File: src/rtl/display_scan_ctrl.sv
// ---------------------------------------------------------------------------
// display_scan_ctrl
//   Time-multiplexed scan controller for an 8-digit, common-anode,
//   7-segment display. Each digit is driven for REFRESH_CYCLES clocks.
//   Between digits all anodes are switched off for GUARD_CYCLES clocks so
//   that segment data never ghosts onto the neighbouring digit.
//
//   The displayed value is captured once per frame, when digit 0 starts,
//   so a frame never mixes two different values. All outputs are registered.
//
// Ports
//   clk        : system clock, all state updates on its rising edge
//   rst        : asynchronous, active-high reset
//   en         : scan enable; 0 blanks the display and parks the scan at digit 0
//   lz_blank   : 1 suppresses leading-zero digits (digit 0 is always shown)
//   din        : 32-bit value; digit i shows din[4i+3:4i]
//   an         : anode selects, active-low, at most one bit low
//   seg        : segments {g,f,e,d,c,b,a}, active-low
//   frame_done : one-cycle pulse after the digit-7 drive period ends
// ---------------------------------------------------------------------------
module display_scan_ctrl #(
   parameter int REFRESH_CYCLES = 100000,
   parameter int GUARD_CYCLES   = 16
) (
   input  logic        clk,
   input  logic        rst,
   input  logic        en,
   input  logic        lz_blank,
   input  logic [31:0] din,
   output logic [7:0]  an,
   output logic [6:0]  seg,
   output logic        frame_done
);

   // The timer only ever has to reach max(GUARD, REFRESH) - 1.
   localparam int MAX_CYC = (REFRESH_CYCLES > GUARD_CYCLES) ? REFRESH_CYCLES : GUARD_CYCLES;
   localparam int TW      = (MAX_CYC > 1) ? $clog2(MAX_CYC) : 1;

   localparam logic [TW-1:0] G_LAST = TW'(GUARD_CYCLES - 1);
   localparam logic [TW-1:0] R_LAST = TW'(REFRESH_CYCLES - 1);

   localparam logic [7:0] AN_OFF  = 8'hFF;
   localparam logic [6:0] SEG_OFF = 7'h7F;

   typedef enum logic {
      GUARD = 1'b0,
      DRIVE = 1'b1
   } state_t;

   state_t        state, state_nxt;
   logic [TW-1:0] timer, timer_nxt;
   logic [2:0]    idx, idx_nxt;
   logic [31:0]   frame_reg, frame_nxt;
   logic [7:0]    an_nxt;
   logic [6:0]    seg_nxt;
   logic          frame_done_nxt;

   logic [31:0]   src;
   logic [3:0]    nib;
   logic          lead_zero;

   function automatic logic [6:0] decode(input logic [3:0] v);
      logic [6:0] s;
      case (v)
         4'h0: s = 7'h40;
         4'h1: s = 7'h79;
         4'h2: s = 7'h24;
         4'h3: s = 7'h30;
         4'h4: s = 7'h19;
         4'h5: s = 7'h12;
         4'h6: s = 7'h02;
         4'h7: s = 7'h78;
         4'h8: s = 7'h00;
         4'h9: s = 7'h10;
         4'hA: s = 7'h08;
         4'hB: s = 7'h03;
         4'hC: s = 7'h46;
         4'hD: s = 7'h21;
         4'hE: s = 7'h06;
         default: s = 7'h0E;
      endcase
      return s;
   endfunction

   // Segment data for the digit about to be driven. On the digit-0 start
   // edge frame_reg is being loaded from din on that same edge, so decode
   // from din directly; the path still ends in the seg register.
   always_comb begin
      src       = (idx == 3'd0) ? din : frame_reg;
      nib       = src[{idx, 2'b00} +: 4];
      lead_zero = (idx != 3'd0) && ((src >> {idx, 2'b00}) == 32'd0);
   end

   always_comb begin
      state_nxt      = state;
      timer_nxt      = timer + TW'(1);
      idx_nxt        = idx;
      frame_nxt      = frame_reg;
      an_nxt         = an;
      seg_nxt        = seg;
      frame_done_nxt = 1'b0;

      if (!en) begin
         state_nxt = GUARD;
         timer_nxt = '0;
         idx_nxt   = 3'd0;
         an_nxt    = AN_OFF;
         seg_nxt   = SEG_OFF;
      end else begin
         case (state)
            GUARD: begin
               an_nxt  = AN_OFF;
               seg_nxt = SEG_OFF;
               if (timer == G_LAST) begin
                  state_nxt = DRIVE;
                  timer_nxt = '0;
                  if (idx == 3'd0) frame_nxt = din;
                  an_nxt  = ~(8'd1 << idx);
                  // lz_blank is looked at only here, so a change lands on
                  // the next digit rather than part-way through one.
                  seg_nxt = (lz_blank && lead_zero) ? SEG_OFF : decode(nib);
               end
            end
            DRIVE: begin
               if (timer == R_LAST) begin
                  state_nxt      = GUARD;
                  timer_nxt      = '0;
                  idx_nxt        = idx + 3'd1;
                  an_nxt         = AN_OFF;
                  seg_nxt        = SEG_OFF;
                  frame_done_nxt = (idx == 3'd7);
               end
            end
            default: begin
               state_nxt = GUARD;
               timer_nxt = '0;
               an_nxt    = AN_OFF;
               seg_nxt   = SEG_OFF;
            end
         endcase
      end
   end

   // Outputs share the asynchronous reset so the display blanks the moment
   // rst rises, even in the middle of a drive period.
   always_ff @(posedge clk or posedge rst) begin
      if (rst) begin
         state      <= GUARD;
         timer      <= '0;
         idx        <= 3'd0;
         frame_reg  <= 32'd0;
         an         <= AN_OFF;
         seg        <= SEG_OFF;
         frame_done <= 1'b0;
      end else begin
         state      <= state_nxt;
         timer      <= timer_nxt;
         idx        <= idx_nxt;
         frame_reg  <= frame_nxt;
         an         <= an_nxt;
         seg        <= seg_nxt;
         frame_done <= frame_done_nxt;
      end
   end

endmodule

File: config.mk
export PLATFORM = sky130hd
export DESIGN_NAME = display_scan_ctrl
export DESIGN_NICKNAME = d
export VERILOG_FILES = /design/src/rtl/display_scan_ctrl.sv
export SDC_FILE = /design/constraint.sdc
export NUM_CORES = 1
export LEC_CHECK = 0
export BUFFER_PORTS_ARGS = -buffer_cell sky130_fd_sc_hd__buf_2
export CAP_MARGIN = 20
export CORE_AREA = 3 3 97 99
export DETAILED_ROUTE_END_ITERATION = 7
export DIE_AREA = 0 0 100 102
export HOLD_SLACK_MARGIN = 0.15
export PLACE_DENSITY = 0.72
export SLEW_MARGIN = 15
export SYNTH_ARGS = -nofsm -noshare
export SYNTH_HDL_FRONTEND = slang
export SYNTH_SLANG_ARGS = --single-unit
export TNS_END_PERCENT = 50
File: constraint.sdc
create_clock -name clk -period 10.3 [get_ports clk]
set_input_delay 1.545 -clock clk [delete_from_list [all_inputs] [get_ports clk]]
set_output_delay 1.545 -clock clk [all_outputs]
set_load 0.01 [all_outputs]
### Yosys cells after proc, flatten, opt, wreduce, memory -nomap -nowiden

Memories as Yosys holds them, arrays and structs flattened.
Cells that the tools add are included.
W data, S select, Z words.

* bits in registers: 69
* memory bits (read-only): 112
* input bits: 36
* output and inout port bits: 16
* word-level logic and storage cells: 52
* memories kept: 1

* add/sub/neg operators: 2
* equality and inequality tests: 6
* shift operators: 3
* multiplexer cells: 24
* bitwise gates (word level): 2
* reduce and logical (&&, ||, !) cells: 7

Memories
* (name not given): depth 16, bits a word 7, read ports 1, clocked after memory_dff 0, write ports 0, line 64 `case (v)`

Operators with widths (number)
* $mux W17: 3
* $pmux W17 S2: 1
* $logic_not A32 Y1: 1
* $mux W32: 1
* $shiftx A32 B6 Y4: 1
* $shr A32 B5 Y32: 1
* $mux W7: 4
* $mux W8: 3
* $add A17 B1 Y17 const B: 1
* $eq A17 B17 Y1 const B: 1
* $eq A17 B4 Y1 const B: 1
* $pmux W8 S2: 1
* $pmux W7 S2: 1
* $mux W3: 3
* $not A8 Y8: 1
* $shl A1 B3 Y8 const A: 1
* $mux W1: 6
* $ne A2 B1 Y1 const B: 2
* $add A3 B1 Y3 const B: 1
* $eq A3 B3 Y1 const B: 1
* $logic_not A3 Y1: 1
* $ne A3 B2 Y1 const B: 1
* $reduce_and A3 Y1: 1
* $reduce_bool A3 Y1: 1
* other kinds (4): 5

### Logic depth before layout (Yosys ltp)

* word-level depth: 10
* gate-level depth with buffers: 15
* gate-level depth less buffers: 11

### Least setup slack after synthesis

Ideal clock, no wire load.

* kind: register to register
* start: register idx[0]
* end: register seg[6]
* library setup time: 77 ps
* arrival: 3548 ps
* path slack: 6675 ps
* stages on the path, launching flop included: 16
* period minus slack after synthesis: 3625 ps
* path through: dfrtp_1 -> inv_1 -> clkbuf_1 -> ha_1 -> buf_6 -> nor2b_4 -> buf_6 -> buf_6 -> mux4_2 -> mux4_2 -> inv_1 -> ha_1 -> o2111ai_1 -> and4bb_2 -> o211ai_2 -> a31oi_1

* word-level cells in the longest chain between the ends: 10
* elaborated cells on any way between the ends: 13
* classes of those cells: shift (2); mux (5); reduce/logical (5); memory (1)

RTL lines
* start, declared: line 52 `logic [2:0] idx, idx_nxt;`
* start signal, assigned: line 158 `idx <= idx_nxt;`
* parallel branches: the longest is 6 deep, another holds $mem_v2 Z16 W7
* $mux W7 *: line 121 `seg_nxt = (lz_blank && lead_zero) ? SEG_OFF : decode(nib);`
* $mux W7 *: line 114 `if (timer == G_LAST) begin`
* $pmux W7 S2 *: line 110 `case (state)`
* $mux W7 *: line 103 `if (!en) begin`
* end signal, assigned: line 161 `seg <= seg_nxt;`
* end, declared: line 31 `output logic [6:0] seg,`

Every way passes the cells marked *.
A chain may end at the register's enable or synchronous reset.

### Final worst setup path

* start: register idx[1]
* end: register seg[2]

Same word-level chain as after synthesis.

==> qor.txt <==
Headroom to the max-slew limit - 0.384
Vias in the first global route - 3285
GRT Util Overall - 0.202
Core box area - 8640 µm²
First-pass detailed-route iteration total - 4
Met2 wire length - 4.67 mm
Hold-fix buffers at CTS - 0
Met1 wire length - 4.36 mm
Critical path fanouts, max - 23
Global-route wire length before repair - 16.3 mm
Residual DRC count - 0
Crit path DAT - 4.96 ns
Syn nets - 459
CTS Buf Count - 9
DRT iter0 DRCs - 212
Seq cells post-synth - 69
Die height - 102 µm
Hold Crit Depth - 1
Area delta synth->final - 10.6%
Die width - 100 µm
Hold Path Class - reg -> reg
Largest net degree at the start of global routing - 70
Crit. path cell count - 11
Slew Viols, Final - 0
WL met3 - 630 µm
# resized after CTS - 0
Synth unique cells - 59
EDFF count, synth - 0
Total Wirelength - 9.77 mm
Yosys warns - 0
Initial antenna violation count - 0
# port buffers - 51
Rows - 34
Initial Utilization - 0.491
Worst skew pair latency - 0.36 ns
Worst r2r src - idx[1]
Outcome - complete, no violations
GRT overflow - 0
Cell area after synthesis - 4240 µm²
Worst path slowest cell - dfrtp_1
Routed Antenna Nets - 0
CTS tree - yes
Worst setup EP type - flop
Root buffer cell - clkbuf_8
Via-per-instance ratio - 5.97
Lkg Pwr - 2.12 nW
Crit-path max cell delay - 0.67 ns
Share of layout cells above drive strength 1 - 0.303
DR vias - 3361
Worst path top cell family by delay - multiplexers
Setup CP Type - reg -> reg
Crit path launch type - flop
Top sig layer - met4
WL/cell - 17.4 µm
Buf+Inv Stages, Crit Path - 2
Max VDD drop - 0.0000639 V
Antenna diode count - 0
PwrDens - 109 nW/µm²
Final core occ - 0.543
Max FFs per register - 32
Tightest Pin Transition - 0.921 ns
Clock Path Buffers - 2
Min-delay src - timer[0]
Final Hold Vio Count - 0
Synth Area per Inst - 10.3 µm²
Max_cap viols - 0
Post-synthesis sequential area ratio - 0.412
Gpl congestion - 0.940
Filler cells - 796
Setup violations, final - 0
Post-synthesis cell count - 410
Clock-pin slew on the worst setup and hold paths - 0.08 ns
H-tree depth - 3
Nets@finish - 499
RSZ-0062 raised after global routing - no
Detailed Place HPWL - 7.18 mm
Clock Skew - 0.0129 ns
Req. time, crit path - 10.58 ns
R2r worst-path depth - 11
Tmin final - 4.68 ns
# IOs - 52
Post CTS Setup Buffer Count - 0
Die ar. - 10200 µm²
Period Utilization, post-route - 0.454
Clock sink count - 69
Synth Flop Type - dfrtp_1
Asr flop ratio synth - 1.00
Critical path cell sequence - inv_1 -> ha_1 -> nor2b_4 -> mux4_1 -> mux4_2 -> inv_1 -> ha_1 -> o2111ai_1 -> and4bb_2 -> o211ai_2 -> a31oi_1
Setup tns final - 0 ns
Fmax - 214 MHz
CP startpoint - idx[1]
==> cell usage in the layout, fill, tap and decap left out, types with 3 or more instances in the layout <==
cell,count
a211oi_1,8
nor2_1,62
mux2_2,34
nor4_1,6
o21ai_0,9
mux4_2,11
dfstp_2,15
and2_1,3
clkbuf_8,9
a31oi_1,11
a2111oi_0,3
and3_1,9
mux2i_1,15
xnor2_1,9
inv_1,7
ha_1,13
nand4_1,3
dfrtp_1,54
buf_4,3
a21oi_1,11
xor2_1,8
nand2_1,26
nor3_1,10
clkinvlp_4,3
buf_2,51
nand3_1,13
==> layer usage <==
layer / track usage / vias to the layer above
li1: - / 1571
met2: 0.324 / 110
met4: 0.0528 / 0
met5: 0 / -
met3: 0.0512 / 11
met1: 0.276 / 1669
==> through the flow <==
step / hold WS (ns) / cells / instance area, µm² / total power, mW / worst slack (ns)
after floorplan: 0.425 / 410 / 4240 / 0.303 / 6.67
after global placement: 0.442 / 547 / 4520 / 0.318 / 5.86
after detailed placement: 0.446 / 547 / 4520 / 0.319 / 5.59
after CTS: 0.457 / 563 / 4690 / 0.519 / 5.62
after global routing: 0.463 / 563 / 4690 / 0.538 / 5.28
final: 0.458 / 563 / 4690 / 0.511 / 5.62
==> power by group <==
group	internal, mW	leakage, nW	total [mW]	switching [mW]
combinational	0.0163	1.13	0.0412	0.0248
sequential	0.272	0.910	0.273	0.000729
clock	0.0874	0.0816	0.197	0.110
==> kinds of logic (layout without fill, tap and decap cells) <==
| group | Yosys count | count (layout) | synth area share |
|---|---|---|---|
| flops | 69 | 69 | 0.412 |
| fa+ha+maj | 13 | 13 | 0.0383 |
| xor+xnor | 17 | 17 | 0.0351 |
| compound gates | 60 | 60 | 0.0971 |
| mux | 63 | 63 | 0.199 |
| simple gates | 153 | 153 | 0.178 |
| buf+inv | 35 | 80 | 0.0413 |
==> final timing paths <==
path / slack, ns / end
worst min register to register: 0.46 / timer[0]
worst max-delay path: 5.62 / seg[2]
min in group asynchronous: 1.43 / timer[8]
worst max register to register: 5.62 / seg[2]
max in group asynchronous: 8.32 / frame_reg[19]
worst min-delay path: 0.46 / timer[0]
==> Yosys cell counts, drive strengths merged, types with 4 or more instances <==
cell | n | area share
dfrtp | 54 | 0.32
and3 | 9 | 0.013
xor2 | 8 | 0.017
buf | 16 | 0.024
a31oi | 11 | 0.016
nor4 | 6 | 0.0089
dfstp | 15 | 0.093
a21oi | 11 | 0.013
ha | 13 | 0.038
nor3 | 11 | 0.014
nor2 | 62 | 0.055
o21ai | 10 | 0.012
inv | 9 | 0.0080
xnor2 | 9 | 0.019
mux2 | 35 | 0.093
a211oi | 8 | 0.014
nand3 | 13 | 0.015
clkbuf | 9 | 0.0080
nand2 | 26 | 0.023
mux2i | 15 | 0.035
mux4 | 13 | 0.071
a2111oi | 4 | 0.0097
==> layout make-up <==
| cell class | instances | area (µm²) | area share |
|---|---|---|---|
| inverters | 10 | 37.5 | 0.00800 |
| clock inverters | 7 | 50.0 | 0.0107 |
| flip-flops and latches | 69 | 1750 | 0.372 |
| clock buffers | 9 | 124 | 0.0264 |
| repair buffers | 54 | 278 | 0.0592 |
| multi-input cells | 306 | 2320 | 0.495 |
| well taps | 108 | 135 | 0.0288 |
Power figures use the tool's default switching activity.
